<file path="src/rtl/fg_pkg.sv">
`default_nettype none
// ============================================================
// fg_pkg : shared encodings for the function-generator control
// Rev 1.0
// ============================================================
package fg_pkg;

  typedef enum logic [1:0] {
    ST_IDLE = 2'd0,
    ST_RUN  = 2'd1,
    ST_MUTE = 2'd2
  } state_e;

  localparam logic [1:0] ADDR_CTRL = 2'd0;
  localparam logic [1:0] ADDR_DIV  = 2'd1;
  localparam logic [1:0] ADDR_DUTY = 2'd2;
  localparam logic [1:0] ADDR_RSVD = 2'd3;

  localparam int CTRL_EN_BIT  = 0;
  localparam int CTRL_SEL_LSB = 1;

  localparam logic [7:0] DAC_MID_DEFAULT = 8'h80;

  function automatic logic [7:0] pick_sample(input logic [31:0] src, input logic [1:0] sel);
    return src[{sel, 3'b000} +: 8];
  endfunction

endpackage
`default_nettype wire

</file>
<file path="src/rtl/tick_gen.sv">
`default_nettype none
// ============================================================
// tick_gen : reloadable down-counter, one tick per reload+1 cycles
// Rev 1.0
// ============================================================
module tick_gen #(
  parameter int WIDTH = 32
) (
  input  logic             clk,
  input  logic             rst_n,
  input  logic             en_i,
  input  logic [WIDTH-1:0] reload_i,
  output logic             tick_o
);

  logic [WIDTH-1:0] cnt_q;

  // Held at zero while disabled so the first enabled cycle ticks.
  always_ff @(posedge clk or negedge rst_n) begin
    if (!rst_n) begin
      cnt_q <= '0;
    end else if (!en_i) begin
      cnt_q <= '0;
    end else if (cnt_q == '0) begin
      cnt_q <= reload_i;
    end else begin
      cnt_q <= cnt_q - 1'b1;
    end
  end

  assign tick_o = en_i && (cnt_q == '0);

endmodule
`default_nettype wire

</file>
<file path="src/rtl/wavegen_ctrl.sv">
`default_nettype none
// ============================================================
// wavegen_ctrl : shadowed config, tick-aligned commit, DAC mux/mute
// Rev 1.0
// ============================================================
module wavegen_ctrl
  import fg_pkg::*;
#(
  parameter int unsigned DUTY_CYCLE_BITS = 9,
  parameter int unsigned MUTE_TICKS      = 2,
  parameter logic [7:0]  DAC_MID         = DAC_MID_DEFAULT
) (
  input  logic                       clk,
  input  logic                       rst_n,
  input  logic                       cfg_wr_i,
  input  logic [1:0]                 cfg_addr_i,
  input  logic [31:0]                cfg_wdata_i,
  output logic                       cfg_ready_o,
  output logic                       cfg_drop_o,
  input  logic [31:0]                src_data_i,
  output logic                       sample_tick_o,
  output logic [1:0]                 wave_sel_o,
  output logic [DUTY_CYCLE_BITS-1:0] duty_cycle_o,
  output logic [7:0]                 dac_out_o,
  output logic [1:0]                 state_o
);

  localparam logic [3:0] MUTE_LOAD = 4'(MUTE_TICKS);

  logic                       sh_en_q,  act_en_q;
  logic [1:0]                 sh_sel_q, act_sel_q;
  logic [31:0]                sh_div_q, act_div_q;
  logic [DUTY_CYCLE_BITS-1:0] sh_duty_q, act_duty_q;
  logic                       pending_q, drop_q;
  state_e                     state_q;
  logic [3:0]                 mute_q;
  logic [7:0]                 dac_q;

  logic tick, tick_en, commit, wr_ok, sel_change;

  assign tick_en    = (state_q != ST_IDLE);
  assign commit     = pending_q && ((state_q == ST_IDLE) || tick);
  assign wr_ok      = cfg_wr_i && !pending_q;
  assign sel_change = (sh_sel_q != act_sel_q);

  tick_gen #(.WIDTH(32)) u_tick_gen (
    .clk      (clk),
    .rst_n    (rst_n),
    .en_i     (tick_en),
    .reload_i (act_div_q),
    .tick_o   (tick)
  );

  always_ff @(posedge clk or negedge rst_n) begin
    if (!rst_n) begin
      sh_en_q    <= 1'b0;
      sh_sel_q   <= '0;
      sh_div_q   <= '0;
      sh_duty_q  <= '0;
      act_en_q   <= 1'b0;
      act_sel_q  <= '0;
      act_div_q  <= '0;
      act_duty_q <= '0;
      pending_q  <= 1'b0;
      drop_q     <= 1'b0;
      state_q    <= ST_IDLE;
      mute_q     <= '0;
      dac_q      <= DAC_MID;
    end else begin
      drop_q <= cfg_wr_i && pending_q;

      if (wr_ok) begin
        case (cfg_addr_i)
          ADDR_CTRL: begin
            sh_en_q  <= cfg_wdata_i[CTRL_EN_BIT];
            sh_sel_q <= cfg_wdata_i[CTRL_SEL_LSB +: 2];
          end
          ADDR_DIV:  sh_div_q  <= cfg_wdata_i;
          ADDR_DUTY: sh_duty_q <= cfg_wdata_i[DUTY_CYCLE_BITS-1:0];
          default: ;
        endcase
        if (cfg_addr_i != ADDR_RSVD) pending_q <= 1'b1;
      end else if (commit) begin
        pending_q <= 1'b0;
      end

      if (commit) begin
        act_en_q   <= sh_en_q;
        act_sel_q  <= sh_sel_q;
        act_div_q  <= sh_div_q;
        act_duty_q <= sh_duty_q;
      end

      // In RUN/MUTE a commit only happens on a tick, so 'tick' covers commit cycles too.
      case (state_q)
        ST_IDLE: begin
          if (commit && sh_en_q) state_q <= ST_RUN;
        end
        ST_RUN: begin
          if (commit && !sh_en_q) begin
            state_q <= ST_IDLE;
            dac_q   <= DAC_MID;
          end else if (commit && sel_change && (MUTE_TICKS != 0)) begin
            state_q <= ST_MUTE;
            mute_q  <= MUTE_LOAD;
            dac_q   <= DAC_MID;
          end else if (tick) begin
            dac_q <= pick_sample(src_data_i, commit ? sh_sel_q : act_sel_q);
          end
        end
        ST_MUTE: begin
          if (commit && !sh_en_q) begin
            state_q <= ST_IDLE;
          end else if (commit && sel_change) begin
            mute_q <= MUTE_LOAD;
          end else if (tick) begin
            mute_q <= mute_q - 1'b1;
            if (mute_q == 4'd1) state_q <= ST_RUN;
          end
        end
        default: begin
          state_q <= ST_IDLE;
          dac_q   <= DAC_MID;
        end
      endcase
    end
  end

  assign cfg_ready_o   = !pending_q;
  assign cfg_drop_o    = drop_q;
  assign sample_tick_o = tick;
  assign wave_sel_o    = act_sel_q;
  assign duty_cycle_o  = act_duty_q;
  assign dac_out_o     = dac_q;
  assign state_o       = state_q;

endmodule
`default_nettype wire

</file>
<file path="config.mk">
export PLATFORM = sky130hd
export DESIGN_NAME = wavegen_ctrl
export DESIGN_NICKNAME = d
export VERILOG_FILES = /design/src/rtl/fg_pkg.sv /design/src/rtl/tick_gen.sv /design/src/rtl/wavegen_ctrl.sv
export SDC_FILE = /design/constraint.sdc
export NUM_CORES = 1
export LEC_CHECK = 0
export CAP_MARGIN = 25
export CORE_MARGIN = 2
export CORE_UTILIZATION = 49
export CTS_CLUSTER_SIZE = 10
export DETAILED_ROUTE_END_ITERATION = 10
export GPL_TIMING_DRIVEN = 0
export PLACE_DENSITY = 0.76
export REMOVE_ABC_BUFFERS = 1
export SYNTH_ARGS = -nofsm -noshare
export SYNTH_HDL_FRONTEND = slang
export SYNTH_HIERARCHICAL = 1
export SYNTH_SLANG_ARGS = --single-unit
export TNS_END_PERCENT = 20
</file>
<file path="constraint.sdc">
create_clock -name clk -period 3.1 [get_ports clk]
set_input_delay 0.62 -clock clk [delete_from_list [all_inputs] [get_ports clk]]
set_output_delay 0.62 -clock clk [all_outputs]
set_load 0.1 [all_outputs]
</file>
==> reports/metrics.csv, run 1 <==
stage,metric,value,unit
clock_network,clk slew on worst S/H paths,0.06,ns
logic_synthesis,Yosys top cell by area,dfrtp_1,
placed_design,pre-CTS WS,-1.47,ns
sta,Slew Limit Fails,0,
placed_design,HPWL after DPL,9380,um
critical_path,r2r setup slk,0.09,ns
clock_network,H-tree depth,4,
clock_network,"Clk Latency, worst-skew pair",0.42,ns
logic_synthesis,top cell type's share of synthesized area,0.526,
critical_path,Critical Path Sink Type,flop,
placed_design,placed insts,845,
grt,first-pass GRT wire length,24600,um
route,Post-DRT Antenna Nets,0,
min_path,min-delay worst type,in -> async,
clock_network,TritonCTS Buffers,17,
sta,Max Clock Skew,0.00818,ns
critical_path,WS Path Type,reg -> reg,
power_and_ir_drop,leakage power,3.78,nW
critical_path,crit path max fanout,13,
cells_and_area,Nets,790,
sta,slack of the critical path,0.0924,ns
critical_path,worst reg2reg startpoint,u_tick_gen/cnt_q[13],
power_and_ir_drop,power density of the placed cells,1130,nW/um^2
floorplanning,core region area,12700,sq um
clock_network,# clock sinks,135,
cells_and_area,"most common cell after layout, fill and taps aside",nand2_1,
clock_network,root buffer cell,clkbuf_16,
grt,grt total ovfl,0,
grt,initial antenna violation count,0,
run,max-cap check violation count,0,
floorplanning,Die X-Extent,118,um
sta,Worst Tran Pin Value,0.993,ns
route,Via density,5.40,
logic_synthesis,ys async rst share,1.00,
logic_synthesis,Most used DFF post-synth,dfrtp_1,
floorplanning,Starting Density,0.503,
logic_synthesis,post-synthesis register bit count,135,
route,WL/cell,16.3,um
sta,minimum clock period,3.01,ns
critical_path,R2R depth,11,
floorplanning,I/O pin count,93,
placed_design,# port buffers,92,
logic_synthesis,Syn Inst Count,603,
clock_network,cts hold-fix bufs,0,
floorplanning,Die Area,13900,sq um
critical_path,Max stage delay on crit path,0.44,ns
power_and_ir_drop,worst vdd ir,0.894,mV
status,run status,"complete, no violations",
sta,f_max,332,MHz
critical_path,"Slowest-stage cell, CP",dfrtp_2,
clock_network,clock buffer depth,2,
logic_synthesis,Yosys warning count,6,
logic_synthesis,Synth Cell Area,6380,sq um
route,DR pass1 iterations,4,
logic_synthesis,Post-synth EDFFs,0,
sta,slew margin rel.,0.336,
critical_path,Reg2Reg Capture Point,dac_out_o[7],
floorplanning,Die H,118,um
critical_path,"Req. time, crit path",3.45,ns
critical_path,crit path launch,u_tick_gen/cnt_q[13],
logic_synthesis,Synth Area per Inst,10.6,sq um
route,Initial DRC Count,322,
grt,largest net degree at the start of global routing,91,
cells_and_area,Ant. Diodes,0,
route,WL final,14600,um
route,DR DRC count,0,
cells_and_area,P&R area growth vs syn,32.0,%
sta,"Setup violations, final",0,
logic_synthesis,"Distinct cells, synth",62,
cells_and_area,fin cells,900,
logic_synthesis,"Seq/Total Area, Yosys",0.530,
critical_path,WP data arrival,3.36,ns
sta,final hold vios,0,
logic_synthesis,Synth area leaders,"dfrtp_1 53%, nand2_1 8.8%, mux2_2 7.8%, a211oi_2 2.4%, xnor2_1 2.3%",
cells_and_area,layout cell share with drive strength beyond 1,0.203,
floorplanning,row count,41,
grt,vias in the first global route,5074,
route,DR vias,4862,
placed_design,Placer Congestion,0.807,
sta,final hold slack,0.117,ns
grt,Total GRT Usage,0.220,
clock_network,TritonCTS clock tree,built,
critical_path,worst-path cell chain,"nor4_4, and2_4, nand3_1, nor3_4, buf_6, o21a_4, buf_16, mux2i_4, buf_12, mux2_1, o221a_1",
sta,period utilization,0.970,
critical_path,Worst setup SP type,flop,
cells_and_area,"commonest non-fill, non-tap cells in the layout","149 x nand2_1, 133 x dfrtp_1, 90 x clkdlybuf4s50_1",
-- metal layers --
layer	vias up	part of all wire	global-route usage
li1	2324	-	-
met1	2375	0.44	0.273
met2	141	0.49	0.361
met3	22	0.058	0.0683
met4	0	0.017	0.0828
met5	-	0	0
-- report_power, final --
group          internal (mW)  total (mW)  leakage [nW]  switching [mW]
registers               2.56        3.19          1.69           0.635
logic                   1.69        4.24          1.80            2.55
clock network           1.37        2.09         0.295           0.718
-- metrics by stage --
stage          instance area (sq um)  utilization  total power [mW]  setup TNS [ns]
3_5_place_dp                    7510        0.593              7.05          -21.61
3_3_place_gp                    7360        0.581              6.84         -695.92
4_1_cts                         8260        0.652              9.40               0
5_1_grt                         8420        0.665              10.1          -0.142
6_report                        8420        0.665              9.52               0
2_1_floorplan                   6220            -              5.99         -232.88
-- state kept, by name, summed over array words and instances (netlist names) --
register	flops
dac_out_o	8
sh_en_q	1
wave_sel_o	2
sh_duty_q	9
cfg_drop_o	1
state_o	2
act_div_q	32
u_tick_gen/cnt_q	32
pending_q	1
duty_cycle_o	9
sh_div_q	32
mute_q	4
sh_sel_q	2
-- cell usage after synthesis (all sizes together), types with 2 or more instances --
cell type	count
nor2b	4
ha	4
nand4b	2
and2	3
a31oi	2
nand4	4
or2	2
nand3	9
clkbuf	16
o21a	2
nor3	17
xor2	11
o221ai	7
mux2	47
dfrtp	134
buf	13
nor2	28
nand2b	3
nand2	149
or3	5
nor3b	2
a21oi	20
inv	10
o211ai	3
nor4	7
o21ai	25
or4	4
xnor2	17
mux2i	15
and4	3
nand3b	3
a2111oi	3
a211oi	12
and3	2
-- critical path, delay by kind of cell, from the launching register on --
family                 cells  cell delay (ns)
AOI/OAI and AO/OA          2             0.40
DFF                        1             0.44
muxes                      2             0.58
buffers and inverters      3             0.47
and+or+nand+nor            4             1.03
-- timing repair --
item / CTS / global route
endpoints found under the setup margin: 58 / 9
setup buffers: 6 / 14
pin swaps: 2 / 6
cloned: 2 / 2
gates resized for setup: 21 / 4
-- area by class of cell --
class / instances / area, sq um
clock buffers: 21 / 460
repair buffers: 122 / 1260
well taps: 172 / 215
multi-input cells: 430 / 2900
inverters: 10 / 45.0
fillers: 969 / 4250
clock inverters: 9 / 150
flip-flops and latches: 135 / 3380
repair inverters: 1 / 5.00
-- worst max-delay path by stage --
stage,endpoint,slack (ns),cells after the start
6_report,dac_out_o[7],0.09,11
3_5_place_dp,dac_out_o[7],-1.47,10
5_1_grt,state_o[0],-0.06,11
3_3_place_gp,dac_out_o[6],-3.80,1
2_1_floorplan,dac_out_o[7],-3.85,8
4_1_cts,dac_out_o[7],0.02,11
-- cells by family after synthesis --
logic type,Yosys count,synth area share
DFF,135,0.530
and+or+nand+nor,250,0.189
AOI/OAI and AO/OA,85,0.0961
adders and majority gates,4,0.00785
muxes,62,0.109
xor gates and xnor gates,28,0.0384
buffers and inverters,39,0.0302
Note: power is estimated with default switching activity, not from simulation.
==> inputs of run 2 (changes only) <==
Settings changed: REMOVE_ABC_BUFFERS 1 to default.
==> run 2 against run 1 <==
Design area down 2.3%. Via count up 2.7%. Maximum frequency is 1.3% higher. Clock power down 14%. Final cell count rose by 0.78%. Combinational power decreased by 2%. Non-clock buffer count rose by 8. Setup slack improved by 0.038 ns. Flip-flop and latch count stayed put. Highest routed layer unchanged.
==> reports/metrics.csv, run 2 (synthesized netlist as in run 1, its figures left out) <==
stage,metric,value,unit
cells_and_area,fin cells,907,
cells_and_area,layout cell share with drive strength beyond 1,0.184,
placed_design,HPWL after DPL,10800,um
critical_path,"Req. time, crit path",3.45,ns
sta,period utilization,0.958,
grt,vias in the first global route,5241,
clock_network,TritonCTS Buffers,17,
placed_design,Placer Congestion,0.811,
sta,Worst Tran Pin Value,0.997,ns
sta,final hold slack,0.142,ns
power_and_ir_drop,power density of the placed cells,1110,nW/um^2
sta,minimum clock period,2.97,ns
critical_path,WS Path Type,reg -> reg,
cells_and_area,P&R area growth vs syn,29.0,%
sta,"Setup violations, final",0,
clock_network,# clock sinks,135,
grt,initial antenna violation count,0,
route,WL/cell,16.5,um
floorplanning,Die X-Extent,118,um
placed_design,placed insts,868,
grt,first-pass GRT wire length,25100,um
clock_network,"Clk Latency, worst-skew pair",0.42,ns
floorplanning,Die H,118,um
floorplanning,core region area,12700,sq um
grt,largest net degree at the start of global routing,87,
floorplanning,row count,41,
route,DR pass1 iterations,5,
route,WL final,15000,um
run,max-cap check violation count,0,
cells_and_area,Top Registers,"act_div_q: 32 flops, sh_div_q: 32 flops, u_tick_gen/cnt_q: 32 flops",
critical_path,WP data arrival,3.32,ns
min_path,min-delay worst type,in -> async,
clock_network,root buffer cell,clkbuf_16,
floorplanning,I/O pin count,93,
clock_network,H-tree depth,4,
power_and_ir_drop,leakage power,3.69,nW
sta,f_max,337,MHz
clock_network,TritonCTS clock tree,built,
critical_path,crit path max fanout,10,
power_and_ir_drop,worst vdd ir,0.839,mV
cells_and_area,Nets,796,
sta,Slew Limit Fails,0,
cells_and_area,"most common cell after layout, fill and taps aside",nand2_1,
route,Post-DRT Antenna Nets,0,
clock_network,clk slew on worst S/H paths,0.06,ns
status,run status,"complete, no violations",
sta,Max Clock Skew,0.00738,ns
cells_and_area,Ant. Diodes,0,
route,DR DRC count,0,
placed_design,# port buffers,92,
sta,final hold vios,0,
route,DR vias,4995,
grt,Total GRT Usage,0.227,
logic_synthesis,Synth Net Count,676,
grt,grt total ovfl,0,
route,Via density,5.51,
critical_path,Critical Path Sink Type,flop,
floorplanning,Starting Density,0.503,
clock_network,clock buffer depth,2,
cells_and_area,"commonest non-fill, non-tap cells in the layout","149 x nand2_1, 129 x dfrtp_1, 90 x clkdlybuf4s50_1",
sta,slew margin rel.,0.333,
floorplanning,Die Area,13900,sq um
critical_path,Worst setup SP type,flop,
route,Initial DRC Count,280,
-- run 2: final timing paths --
check                                 to                 from  slack [ns]  cells past startpoint
min                          sh_div_q[9]                rst_n        0.14                      1
min reg2reg                act_div_q[16]         sh_div_q[16]        0.46                      2
max in group asynchronous     state_o[1]                rst_n        2.16                      2
max reg2reg                 dac_out_o[7]  u_tick_gen/cnt_q[2]        0.13                     12
max                         dac_out_o[7]  u_tick_gen/cnt_q[2]        0.13                     12
min in group clk           act_div_q[16]         sh_div_q[16]        0.46                      2
-- run 2: metal layers --
layer	GRT usage	wire, um
met1	0.261	6160
met2	0.400	7750
met3	0.0649	856
met4	0.0851	216
met5	0	0
-- run 2: timing repair --
action | in CTS | in global routing
buffers inserted | 2 | 6
hold buffers | 0 | 0
gates resized for setup | 4 | 13
pin swaps | 0 | 6
setup endpoints to repair | 8 | 9
-- run 2: where the power goes --
| group | internal (mW) | switching, mW | total [mW] |
|---|---|---|---|
| registers | 2.57 | 0.613 | 3.18 |
| clock network | 1.10 | 0.696 | 1.80 |
| logic | 1.62 | 2.55 | 4.17 |
-- run 2: worst max-delay path, cell delays in order (launching register included) --
cell,delay [ns]
dfrtp_2,0.45
nor3_4,0.28
and4b_1,0.22
buf_4,0.14
nand3_2,0.09
nor3_4,0.30
buf_8,0.17
o21a_1,0.12
buf_6,0.13
mux2i_4,0.29
buf_12,0.16
mux2_4,0.29
o221a_1,0.23
-- run 2: layout make-up --
| type | count | area, sq um |
|---|---|---|
| inverters | 10 | 37.5 |
| flip-flops and latches | 135 | 3390 |
| repair buffers | 101 | 1020 |
| plain buffers | 29 | 179 |
| clock inverters | 3 | 17.5 |
| well taps | 172 | 215 |
| multi-input cells | 429 | 2860 |
| clock buffers | 28 | 507 |
| fillers | 988 | 4440 |
-- run 2: metrics by stage --
| step | area (sq um) | power, mW | setup slack, ns | setup TNS, ns | utilization |
|---|---|---|---|---|---|
| detailed placement | 7610 | 7.18 | -0.134 | -0.238 | 0.601 |
| floorplan | 6440 | 6.13 | -0.388 | -3.29 | - |
| global route | 8230 | 9.68 | -0.00998 | -0.00998 | 0.649 |
| finish | 8230 | 9.14 | 0.130 | 0 | 0.649 |
| global placement | 7580 | 7.01 | -4.70 | -509.67 | 0.598 |
| CTS | 8160 | 9.07 | 0.00159 | 0 | 0.644 |
==> inputs of run 3 (changes only) <==
==> constraint.sdc (replaced) <==
create_clock -name clk -period 3.1 [get_ports clk]
set_input_delay 0.31 -clock clk [delete_from_list [all_inputs] [get_ports clk]]
set_output_delay 0.31 -clock clk [all_outputs]
set_load 0.1 [all_outputs]
==> run 3 against run 2 <==
Setup slack worse by 0.050 ns. Sequential share of layout area is 0.088 points lower. Clock skew hardly changed. Highest routed layer unchanged.
==> reports/metrics.csv, run 3 (synthesized netlist as in run 1, its figures left out) <==
stage,metric,value,unit
sta,f_max,331,MHz
placed_design,HPWL after DPL,10800,um
status,run status,"complete, no violations",
route,Via density,5.45,
clock_network,"Clk Latency, worst-skew pair",0.42,ns
placed_design,placed cell area,7610,sq um
logic_synthesis,Synth Net Count,676,
sta,final hold vios,0,
power_and_ir_drop,power density of the placed cells,1110,nW/um^2
clock_network,root buffer cell,clkbuf_16,
floorplanning,Die X-Extent,118,um
critical_path,"most used cell, CP",nor3_4,
grt,initial antenna violation count,0,
cells_and_area,"commonest non-fill, non-tap cells in the layout","149 x nand2_1, 129 x dfrtp_1, 90 x clkdlybuf4s50_1",
sta,Max Clock Skew,0.00712,ns
critical_path,r2r setup slk,0.08,ns
sta,Slew Limit Fails,0,
floorplanning,row count,41,
cells_and_area,"most common cell after layout, fill and taps aside",nand2_1,
critical_path,critical path's top delay family,simple AND/OR/NAND/NOR gates,
run,max-cap check violation count,0,
critical_path,Worst setup SP type,flop,
route,WL/cell,16.5,um
critical_path,Reg2Reg Capture Point,dac_out_o[7],
critical_path,Buf/Inv on CP,4,
clock_network,clk slew on worst S/H paths,0.06,ns
route,Initial DRC Count,283,
grt,first-pass GRT wire length,25100,um
sta,final hold slack,0.416,ns
cells_and_area,P&R area growth vs syn,29.3,%
sta,minimum clock period,3.02,ns
route,DR pass1 iterations,5,
cells_and_area,Top Registers,"act_div_q: 32 flops, sh_div_q: 32 flops, u_tick_gen/cnt_q: 32 flops",
placed_design,Placer Congestion,0.811,
clock_network,TritonCTS Buffers,17,
cells_and_area,layout cell share with drive strength beyond 1,0.185,
min_path,min-delay worst type,in -> async,
power_and_ir_drop,worst vdd ir,0.839,mV
placed_design,# port buffers,92,
grt,largest net degree at the start of global routing,87,
floorplanning,Die H,118,um
critical_path,crit path max fanout,10,
route,WL final,15000,um
cells_and_area,Nets,798,
critical_path,Max stage delay on crit path,0.45,ns
critical_path,worst reg2reg startpoint,u_tick_gen/cnt_q[2],
route,DR DRC count,0,
sta,period utilization,0.974,
cells_and_area,final core utilization,0.651,
critical_path,worst-path cell chain,"nor3_4, and4b_1, clkbuf_4, nand3_2, nor3_4, buf_8, o21a_1, buf_6, mux2i_4, buf_12, mux2_4, o221a_1",
route,Post-DRT Antenna Nets,0,
sta,"Setup violations, final",0,
sta,unrepaired setup endpoints after global routing,true,
grt,grt total ovfl,0,
placed_design,placed insts,868,
critical_path,"Req. time, crit path",3.45,ns
power_and_ir_drop,leakage power,3.70,nW
critical_path,"Slowest-stage cell, CP",dfrtp_2,
floorplanning,core region area,12700,sq um
floorplanning,Die Area,13900,sq um
clock_network,# clock sinks,135,
clock_network,H-tree depth,4,
critical_path,R2R depth,12,
cells_and_area,fillers,986,
critical_path,WP data arrival,3.37,ns
critical_path,Critical Path Sink Type,flop,
clock_network,TritonCTS clock tree,built,
sta,Worst Tran Pin Value,0.996,ns
cells_and_area,Final Cell Area,8250,sq um
floorplanning,I/O pin count,93,
power_and_ir_drop,Pwr Total,9.16,mW
grt,vias in the first global route,5241,
cells_and_area,fin cells,909,
critical_path,WS Path Type,reg -> reg,
route,DR vias,4954,
grt,Total GRT Usage,0.227,
cells_and_area,Ant. Diodes,0,
floorplanning,Starting Density,0.503,
clock_network,clock buffer depth,2,
sta,slew margin rel.,0.334,
## run 3: cell count changes in the layout (fill, tap and decap cells not counted), sizes merged
cell / change
buf: -1
clkbuf: +2
dlygate4sd3: +1
## run 3: area by class of cell
class                           instances  area (sq um)  area share
Multi-Input combinational cell        429          2860       0.347
Buffer                                 29           181      0.0220
Sequential cell                       135          3390       0.411
Timing Repair Buffer                  103          1030       0.125
Clock inverter                          3          17.5     0.00212
Tap cell                              172           215      0.0261
Clock buffer                           28           507      0.0615
Inverter                               10          37.5     0.00455
## run 3: power breakdown
part           internal, mW  switching (mW)
Clock                  1.10           0.699
Combinational          1.64            2.55
Sequential             2.57           0.612
## run 3: worst max path at each step
stage,startpoint,depth (start not counted),to,slack (ns)
2_1_floorplan,u_tick_gen/cnt_q[15],12,dac_out_o[5],-0.39
3_3_place_gp,rst_n,1,state_o[1],-4.39
3_5_place_dp,u_tick_gen/cnt_q[13],12,dac_out_o[0],-0.04
4_1_cts,u_tick_gen/cnt_q[2],12,dac_out_o[0],-0.02
5_1_grt,u_tick_gen/cnt_q[2],12,dac_out_o[7],-0.07
6_report,u_tick_gen/cnt_q[2],12,dac_out_o[7],0.08
## run 3: metrics by stage
stage          setup WS (ns)  TNS (ns)
2_1_floorplan         -0.388     -3.29
3_3_place_gp           -4.39   -467.71
3_5_place_dp         -0.0356    -0.104
4_1_cts              -0.0155   -0.0469
5_1_grt              -0.0725    -0.238
6_report              0.0807         0
## run 3: per-layer routing
metal	vias up	global-route usage	wire length (um)
li1	2350	-	-
met1	2452	0.263	6180
met2	132	0.399	7720
met3	20	0.0644	897
met4	0	0.0851	206
met5	-	0	0
## run 3: timing repair
item                                   4_1_cts  5_1_grt
setup endpoints to repair                    8        9
setup buffers                                0        9
endpoints found under the hold margin       48        0
gates resized for setup                      5        6
pin swaps                                    2        4
hold buffers                                 1        0
